### src/rtl/mod_sched_rr.sv
// -----------------------------------------------------------------------------
// mod_sched_rr
// Shares one iterative modulo-reduction datapath (one subtraction of MODULUS
// per clock) between NREQ requesters. Requests are granted round-robin from
// IDLE, reduced in REDUCE, and reported for one cycle in DONE together with the
// requester's id and a one-hot ack. Only one reduction is in flight at a time.
//
// Ports
//   clock        in   1          rising-edge clock
//   reset        in   1          asynchronous, active-high reset
//   req          in   NREQ       req[k]=1: requester k has an operand pending
//   operand      in   NREQ*W     requester k operand in bits [k*W +: W]
//   ack          out  NREQ       one-cycle one-hot pulse to the served requester
//   result       out  W          operand mod MODULUS, valid with result_valid
//   result_valid out  1          one-cycle pulse; result/result_id are valid
//   result_id    out  IDW        index of the served requester
//   busy         out  1          high whenever the scheduler is not idle
// -----------------------------------------------------------------------------
module mod_sched_rr #(
    parameter  int W       = 8,
    parameter  int NREQ    = 4,
    parameter  int MODULUS = 14,
    localparam int IDW     = $clog2(NREQ)
) (
    input  logic              clock,
    input  logic              reset,
    input  logic [NREQ-1:0]   req,
    input  logic [NREQ*W-1:0] operand,
    output logic [NREQ-1:0]   ack,
    output logic [W-1:0]      result,
    output logic              result_valid,
    output logic [IDW-1:0]    result_id,
    output logic              busy
);

    typedef enum logic [1:0] {
        ST_IDLE   = 2'd0,
        ST_REDUCE = 2'd1,
        ST_DONE   = 2'd2
    } state_t;

    localparam logic [W-1:0]    MOD_W     = W'(MODULUS);
    localparam logic [IDW-1:0]  LAST_INIT = IDW'(NREQ - 1);
    localparam logic [NREQ-1:0] ONE_HOT0  = {{(NREQ-1){1'b0}}, 1'b1};

    // Registered state
    state_t          r_state;
    logic [W-1:0]    r_acc;
    logic [IDW-1:0]  r_id;
    logic [IDW-1:0]  r_last;
    logic [W-1:0]    r_result;
    logic [IDW-1:0]  r_result_id;
    logic            r_result_valid;
    logic [NREQ-1:0] r_ack;

    // Next-state values
    state_t          w_state_nxt;
    logic [W-1:0]    w_acc_nxt;
    logic [IDW-1:0]  w_id_nxt;
    logic [IDW-1:0]  w_last_nxt;
    logic [W-1:0]    w_result_nxt;
    logic [IDW-1:0]  w_result_id_nxt;
    logic            w_result_valid_nxt;
    logic [NREQ-1:0] w_ack_nxt;

    // Arbitration
    logic            w_grant_found;
    logic [IDW-1:0]  w_grant_id;
    logic [W-1:0]    w_grant_op;
    int              w_scan_idx;

    // Round-robin scan: first set request bit starting just after the last
    // served requester, wrapping modulo NREQ, so the last winner ranks lowest.
    always_comb begin
        w_grant_found = 1'b0;
        w_grant_id    = '0;
        w_scan_idx    = 0;
        for (int i = 1; i <= NREQ; i++) begin
            w_scan_idx = (int'(r_last) + i) % NREQ;
            if (!w_grant_found && req[w_scan_idx[IDW-1:0]]) begin
                w_grant_found = 1'b1;
                w_grant_id    = w_scan_idx[IDW-1:0];
            end else begin
                w_grant_found = w_grant_found;
                w_grant_id    = w_grant_id;
            end
        end
    end

    // Operand of the winning requester, latched only on the grant edge.
    always_comb begin
        w_grant_op = operand[int'(w_grant_id)*W +: W];
    end

    // FSM next-state and registered-output next values.
    always_comb begin
        w_state_nxt        = r_state;
        w_acc_nxt          = r_acc;
        w_id_nxt           = r_id;
        w_last_nxt         = r_last;
        w_result_nxt       = r_result;
        w_result_id_nxt    = r_result_id;
        w_result_valid_nxt = 1'b0;
        w_ack_nxt          = '0;
        case (r_state)
            ST_IDLE: begin
                if (w_grant_found) begin
                    w_acc_nxt   = w_grant_op;
                    w_id_nxt    = w_grant_id;
                    w_state_nxt = ST_REDUCE;
                end else begin
                    w_state_nxt = ST_IDLE;
                end
            end
            ST_REDUCE: begin
                // acc >= MODULUS guarantees the subtraction cannot wrap.
                if (r_acc >= MOD_W) begin
                    w_acc_nxt = r_acc - MOD_W;
                end else begin
                    w_result_nxt       = r_acc;
                    w_result_id_nxt    = r_id;
                    w_result_valid_nxt = 1'b1;
                    w_ack_nxt          = ONE_HOT0 << r_id;
                    w_last_nxt         = r_id;
                    w_state_nxt        = ST_DONE;
                end
            end
            ST_DONE: begin
                // Dead cycle: pulses drop, no grant is considered here.
                w_state_nxt = ST_IDLE;
            end
            default: begin
                w_state_nxt = ST_IDLE;
            end
        endcase
    end

    // State and output registers with asynchronous reset.
    always_ff @(posedge clock or posedge reset) begin
        if (reset) begin
            r_state        <= ST_IDLE;
            r_acc          <= '0;
            r_id           <= '0;
            r_last         <= LAST_INIT;
            r_result       <= '0;
            r_result_id    <= '0;
            r_result_valid <= 1'b0;
            r_ack          <= '0;
        end else begin
            r_state        <= w_state_nxt;
            r_acc          <= w_acc_nxt;
            r_id           <= w_id_nxt;
            r_last         <= w_last_nxt;
            r_result       <= w_result_nxt;
            r_result_id    <= w_result_id_nxt;
            r_result_valid <= w_result_valid_nxt;
            r_ack          <= w_ack_nxt;
        end
    end

    assign ack          = r_ack;
    assign result       = r_result;
    assign result_valid = r_result_valid;
    assign result_id    = r_result_id;
    assign busy         = (r_state != ST_IDLE);

endmodule

### config.mk
export PLATFORM = sky130hd
export DESIGN_NAME = mod_sched_rr
export DESIGN_NICKNAME = d
export VERILOG_FILES = /design/src/rtl/mod_sched_rr.sv
export SDC_FILE = /design/constraint.sdc
export NUM_CORES = 1
export LEC_CHECK = 0
export BUFFER_PORTS_ARGS = -buffer_cell sky130_fd_sc_hd__buf_2
export CORE_ASPECT_RATIO = 0.5
export CORE_UTILIZATION = 45
export DETAILED_ROUTE_END_ITERATION = 7
export PLACE_DENSITY = 0.72
export SYNTH_ARGS = -nofsm -noshare
export SYNTH_HDL_FRONTEND = slang
export SYNTH_SLANG_ARGS = --single-unit
### constraint.sdc
create_clock -name clock -period 5.3 [get_ports clock]
set_input_delay 1.06 -clock clock [delete_from_list [all_inputs] [get_ports clock]]
set_output_delay 1.06 -clock clock [all_outputs]
set_load 0.005 [all_outputs]
# Word level (Yosys, flattened, before mapping)
# Index checks and enable logic that the tools add are counted.
# Widths: inputs -> output; s select.
[word_totals]
reg_bits = 29
latchBits = 0
ramBits = 0
mem_bits_ro = 0
input_bits = 38
output_inout_bits = 16
n_memories = 0
[classes]
n_addsub = 5
n_mul = 0
n_div = 0
magnitude_cmp = 5
n_eq_ne = 4
shift = 2
n_mux = 26
bitwise_logic = 1
reduce_logical = 12
[ops]
columns = ["cell", "n"]
rows = [
  ["$shiftx 32x6->8", 1],
  ["$mux 8", 2],
  ["$pmux 8 s2", 1],
  ["$lt 2x3->1 const B", 4],
  ["$mux 1", 11],
  ["$mux 2", 5],
  ["$bmux 1 s2", 4],
  ["$ge 8x4->1 const B", 1],
  ["$mux 4", 2],
  ["$sub 8x4->8 const B", 1],
  ["$ne 2x2->1 const B", 3],
  ["$add 2x1->2 const B", 2],
  ["$add 2x2->2 const B", 2],
  ["$pmux 2 s2", 1],
  ["$reduce_and 2->1", 2],
  ["$reduce_bool 2->1", 2],
  ["$shl 1x2->4 const A", 1],
  ["$logic_and 1x1->1", 3],
  ["$logic_not 1->1", 3],
  ["$reduce_and 3->1", 1],
  ["$eq 2x1->1 const B", 1],
  ["$logic_not 2->1", 1],
  ["$not 1->1", 1],
]

# Longest topological paths before layout
# Gate-level depths: netlist (run 1).
[logic_depth]
word_depth = 16
ltp_mapped = 8
ltp_nobuf = 5

# Least setup slack after synthesis (run 1)
# No wires, ideal clock.
[synth_timing]
kind = "input to register"
startpoint = "input port req[1]"
endpoint = "register r_acc[1]"
t_arrival_ns = 2.305
path_slack_ns = 2.877
cell_stages = 6
path_buffers = 1
cell_sequence = "nor2b_1 -> o2bb2ai_1 -> o21ba_1 -> buf_6 -> mux4_2 -> a21o_1"
[synth_via]
elab_chain_cells = 15
word_cells_on_any_way = 27
cone_classes = "1 x eq/ne; 1 x shift; 18 x mux; 7 x reduce/logical"
[synth_rtl]
columns = ["element", "line", "source"]
rows = [
  ["from (decl)", "27", "input logic [NREQ-1:0] req,"],
  ["$bmux 1 s2", "80", "if (!w_grant_found && req[w_scan_idx[IDW-1:0]]) begin"],
  ["$mux 1 (not written as such)", "80", ""],
  ["$mux 1", "80", ""],
  ["$logic_not 1->1", "80", ""],
  ["$logic_and 1x1->1", "80", ""],
  ["$mux 1", "80", ""],
  ["$logic_not 1->1", "80", ""],
  ["$logic_and 1x1->1", "80", ""],
  ["$mux 1", "80", ""],
  ["$logic_not 1->1", "80", ""],
  ["$logic_and 1x1->1", "80", ""],
  ["$mux 2", "80", ""],
  ["$shiftx 32x6->8", "92", "w_grant_op = operand[int'(w_grant_id)*W +: W];"],
  ["$mux 8", "107", "if (w_grant_found) begin"],
  ["$pmux 8 s2", "105", "case (r_state)"],
  ["to (signal assigned)", "151", "r_acc <= w_acc_nxt;"],
  ["to (decl)", "48", "logic [W-1:0] r_acc;"],
]
# Several ways; a longest one is shown, not always the timed one. The select of a mux whose other input is x is not followed.
# A chain may end at the register's enable or synchronous reset.

# Final worst setup path (run 1)
[layout_timing]
startpoint = "input port req[3]"
endpoint = "register r_acc[4]"
# The elaborated chain is that of the path after synthesis.

==> results.txt, run 1 <==
via count -> 1289
Yosys reg bits -> 29
total global-route track usage -> 18.65%
Initial Utilization -> 49.92%
dpl ws -> 2.329 ns
largest net degree at the start of global routing -> 30
ant diodes -> 0
CP startpoint kind -> input port
Distinct cells, synth -> 42
1st-pass router iterations -> 4
DIE HEIGHT -> 43.94 um
antenna-violating nets left -> 0
routed vias/inst -> 5.075
Worst VDD drop -> 222.4 uV
area leader, netlist -> dfrtp_1
CP Class -> in2reg
Syn. warnings -> 0
Avg Cell Area, Syn -> 10.48 um^2
Post-DP HPWL -> 2188 um
setup TNS -> 0 ns
Tcrit/Tclk final -> 49.69%
CP Buf/Inv Count -> 1
CTS tree -> built
Reg area -> 728.2 um^2
DRC viols -> 0
Cell Chain, Critical Path -> buf_2, and3b_1, o31a_1, mux2i_1, mux2_1, a211oi_1
measured slew at the worst slew-check pin -> 1.070 ns
worst setup path start -> req[3]
clock latency on the worst-skew pair -> 0.28 ns
hold path depth -> 2
clk root buf -> clkbuf_8
Hold Path Class -> reg2reg
syn nets -> 190
Reg2Reg Setup Slack -> 2.95 ns
Largest stage delay, worst path -> 0.75 ns
top cell type's share of synthesized area -> 42.69%
Post-Route WL -> 3105 um
Worst EP required -> 5.48 ns
reg2reg path depth -> 5
die footprint -> 0.003773 mm^2
hold_buf cts -> 0
Area growth, synth to finish -> 25.69%
worst clock skew -> 0.006080 ns
reg2reg end -> r_acc[4]
core area -> 0.003171 mm^2
CP delay by family, top -> compound AO/OA/AOI/OAI gates
Worst-path clk slew -> 0.06 ns
initial antenna violation count -> 0
number of cells produced by synthesis -> 151
vias in the first global route -> 1168
worst r2r src -> r_last[1]
clk buf depth -> 2
Post-synth EDFFs -> 0
Async SR Flop Fraction -> 100.0%
Port Buffers -> 53
post-synthesis sequential area ratio -> 46.01%
gpl congestion -> 0.7878
RSZ-0062 raised after global routing -> no
max-slew violations -> 0
Num CTS Buffers -> 5
final critical-path required period -> 2.634 ns
PnR Total Power -> 1.050 mW
DIE WIDTH -> 85.87 um
DRT iter0 DRCs -> 56
count of final setup violators -> 0
Levels on crit path -> 6
CP Capture Point -> r_acc[4]
endpoint class of the critical path -> flop
outcome -> finished, final reports clean
Critical Path AT -> 2.82 ns
first-pass GRT wire length -> 5264 um
share of cells above drive strength 1 -> 36.41%
Multi-input gate area -> 787.0 um^2
fin worst setup slack -> 2.666 ns
wire per inst -> 12.22 um
row count -> 14
synthesized area -> 0.001583 mm^2
power density cells -> 527.9 mW/mm^2
clk sinks -> 29
Overflow after GRT -> 0
worst-path fanout max -> 16
Synth area leaders -> dfrtp_1, mux2i_1, nand2_1
fillers -> 280
Post CTS Setup Buffer Count -> 0
Pleak -> 1.049 nW
slowest CP cell -> o31a_1
Nets -> 244
predominant post-synthesis flop cell -> dfrtp_1
H-tree lvl count -> 2
Fmax achieved -> 379.7 MHz
Slew HR -> 28.56%
post-cts sizing count -> 0
Hold Vio Cnt, Final -> 0
IO Pins -> 54
# Max-Cap Violations -> 0
==> metrics by stage <==
step           std cells  util (%)  hold slack (ns)  area [um^2]
2_1_floorplan        151         -           0.4348         1583
3_3_place_gp         246     58.52           0.4514         1856
3_5_place_dp         246     58.52           0.4559         1856
4_1_cts              254     62.75           0.4723         1989
5_1_grt              254     62.75           0.4953         1989
6_report             254     62.75           0.4682         1989
==> cell usage after synthesis, types with 3 or more instances <==
cell type / number
nor2b_1: 3
buf_6: 4
dfrtp_1: 27
a21oi_1: 7
and3_1: 3
mux2_2: 4
nand2b_1: 3
nor2_1: 8
and2_1: 4
mux2i_1: 17
nand2_1: 27
mux2_1: 4
nand3_1: 3
a211oi_1: 3
==> area by class of cell <==
class                   instances  share of cell area, %
flip-flops and latches         29                  36.60
inverters                       4                 0.7547
repair buffers                 53                  13.33
clock inverters                 3                  3.270
multi-input cells             112                  39.56
well taps                      48                  3.019
clock buffers                   5                  3.459
==> cell families (layout without fill, tap and decap cells) <==
logic type,after synthesis,in the layout,share of synthesized area [%]
and+or+nand+nor,61,61,19.84
DFF,29,29,46.01
muxes,26,26,17.86
AOI/OAI and AO/OA,24,24,11.23
buffers and inverters,10,65,4.269
adders and majority gates,1,1,0.7904
==> power by group <==
group          internal [mW]  switching (mW)
clock                  0.187          0.0838
sequential             0.305          0.0799
combinational          0.201           0.195
total                  0.692           0.358
==> layout by cell type (no fill, tap or decap), drive strengths merged, types with 2 or more instances in the layout <==
| cell type | n |
|---|---|
| clkbuf | 5 |
| inv | 4 |
| o21ai | 2 |
| nand3 | 3 |
| dfstp | 2 |
| nor2b | 3 |
| mux2i | 17 |
| dfrtp | 27 |
| or2 | 2 |
| mux2 | 8 |
| nor2 | 8 |
| bufinv | 2 |
| nor4 | 2 |
| a21oi | 7 |
| nand2 | 27 |
| buf | 53 |
| a211oi | 3 |
| and3 | 3 |
| nor3 | 3 |
| nand2b | 3 |
| a21o | 2 |
| and2 | 4 |
==> flip-flops by register name, summed over array words and instances, names as in the netlist <==
signal        flops
result_valid      1
r_last            2
r_acc             8
result            8
result_id         2
r_id              2
ack               4
r_state           2
==> worst register-to-register path: stages (launching register included) <==
cell      delay [ns]
dfstp_2         0.60
and3b_1         0.18
o31a_1          0.75
mux2i_1         0.17
mux2_1          0.32
a211oi_1        0.24
==> worst min-delay path by stage <==
stage | startpoint | to
4_1_cts | r_acc[0] | result[0]
6_report | result_id[0] | result_id[0]
5_1_grt | result[4] | result[4]
2_1_floorplan | r_acc[0] | result[0]
3_5_place_dp | r_acc[0] | result[0]
3_3_place_gp | r_acc[0] | result[0]
==> layer usage <==
| layer | wire [um] | GRT usage (%) | vias to the layer above | share of wire (%) |
|---|---|---|---|---|
| li1 | - | - | 644 | - |
| met1 | 1478 | 23.97 | 604 | 48 |
| met2 | 1453 | 31.59 | 36 | 47 |
| met3 | 148 | 5.333 | 5 | 4.8 |
| met4 | 25 | 5.000 | 0 | 0.81 |
| met5 | 0 | 0 | - | 0 |
(Power assumes the default switching activity.)
==> run 2, diff against run 1 <==
==> constraint.sdc (replaced) <==
create_clock -name clock -period 2.65 [get_ports clock]
set_input_delay 0.53 -clock clock [delete_from_list [all_inputs] [get_ports clock]]
set_output_delay 0.53 -clock clock [all_outputs]
set_load 0.005 [all_outputs]
==> results.txt, run 2 (synthesis gave the netlist of run 1 again) <==
total global-route track usage -> 20.14%
endpoint class of the critical path -> flop
antenna-violating nets left -> 0
DRC viols -> 0
Cell Chain, Critical Path -> and3b_1, o31a_1, mux2i_1, mux2_1, a211oi_1
wire per inst -> 12.75 um
count of final setup violators -> 0
max-slew violations -> 0
# Max-Cap Violations -> 0
Nets -> 248
Critical Path AT -> 2.54 ns
Num CTS Buffers -> 5
Finished Core Util -> 62.08%
Slew HR -> 36.39%
CP Buf/Inv Count -> 0
Worst-path clk slew -> 0.06 ns
gpl congestion -> 0.8022
fillers -> 294
DRT iter0 DRCs -> 56
power density cells -> 986.2 mW/mm^2
Pleak -> 1.044 nW
worst setup path start -> r_last[1]
IO Pins -> 54
Post CTS Setup Buffer Count -> 0
largest net degree at the start of global routing -> 30
share of cells above drive strength 1 -> 37.14%
row count -> 14
Area growth, synth to finish -> 24.35%
final non-filler cell area -> 0.001968 mm^2
worst r2r src -> r_last[1]
Worst EP required -> 2.84 ns
RSZ-0062 raised after global routing -> no
Initial Utilization -> 49.92%
Hold Vio Cnt, Final -> 0
clk sinks -> 29
core area -> 0.003171 mm^2
Fmax achieved -> 425.3 MHz
setup TNS -> 0 ns
ant diodes -> 0
CTS tree -> built
routed vias/inst -> 5.081
Port Buffers -> 53
slowest CP cell -> o31a_1
clk buf depth -> 2
CP Class -> reg2reg
Post-Route WL -> 3290 um
post-cts sizing count -> 0
hold_ws -> 0.3076 ns
vias in the first global route -> 1231
Post-DP Area -> 0.001886 mm^2
most common cell after layout, fill and taps aside -> buf_2
outcome -> finished, final reports clean
worst clock skew -> 0.004882 ns
first-pass GRT wire length -> 5692 um
1st-pass router iterations -> 4
H-tree lvl count -> 2
final critical-path required period -> 2.351 ns
DIE WIDTH -> 85.87 um
most frequent cells in the layout -> buf_2, nand2_1, dfrtp_1, mux2i_1, nor2_1
Hold Path Class -> in2async
clk root buf -> clkbuf_8
DIE HEIGHT -> 43.94 um
CP delay by family, top -> compound AO/OA/AOI/OAI gates
Worst VDD drop -> 487.6 uV
Largest stage delay, worst path -> 0.77 ns
Post-DP HPWL -> 2403 um
Overflow after GRT -> 0
clock latency on the worst-skew pair -> 0.28 ns
worst-path fanout max -> 16
die footprint -> 0.003773 mm^2
Tcrit/Tclk final -> 88.72%
hold_buf cts -> 0
reg2reg path depth -> 5
CP startpoint kind -> flop
initial antenna violation count -> 0
via count -> 1311
Levels on crit path -> 5
measured slew at the worst slew-check pin -> 0.9542 ns
## run 2: tightest hold or removal path: stages
cell	delay, ns
buf_2	0.09
inv_1	0.04
buf_4	0.33
## run 2: layer usage
metal  track usage, %  part of all wire [%]
met1            25.79                    47
met2            33.81                    47
met3            5.905                   4.9
met4            6.000                  0.88
met5                0                     0
## run 2: per-stage QoR
step	setup slack, ns	power [mW]	instances
floorplan	0.6650	1.400	151
global placement	0.3082	1.565	250
detailed placement	0.2178	1.604	250
CTS	0.2326	1.957	258
global route	0.04578	2.102	258
finish	0.2988	1.941	258
## run 2: path summary, 6_finish.rpt
kind,end,slack [ns]
max in group asynchronous,r_last[0],2.03
min reg2reg,result_id[0],0.47
max,r_acc[4],0.30
max reg2reg,r_acc[4],0.30
min in group clock,result_id[0],0.47
min,result_id[1],0.31
## run 2: power by group
group	total, mW	switching (mW)	internal, mW
combinational	0.819	0.398	0.421
clock	0.349	0.168	0.181
sequential	0.773	0.163	0.610
## run 2: cell type report
| type | instances | area [um^2] | area share [%] |
|---|---|---|---|
| multi-input combinational | 112 | 787.0 | 39.99 |
| sequential | 29 | 728.2 | 37.00 |
| timing repair buffer | 57 | 295.3 | 15.00 |
| clock buffer | 6 | 72.57 | 3.687 |
| tap | 48 | 60.06 | 3.051 |
| inverter | 4 | 15.01 | 0.7629 |
| clock inverter | 2 | 10.01 | 0.5086 |
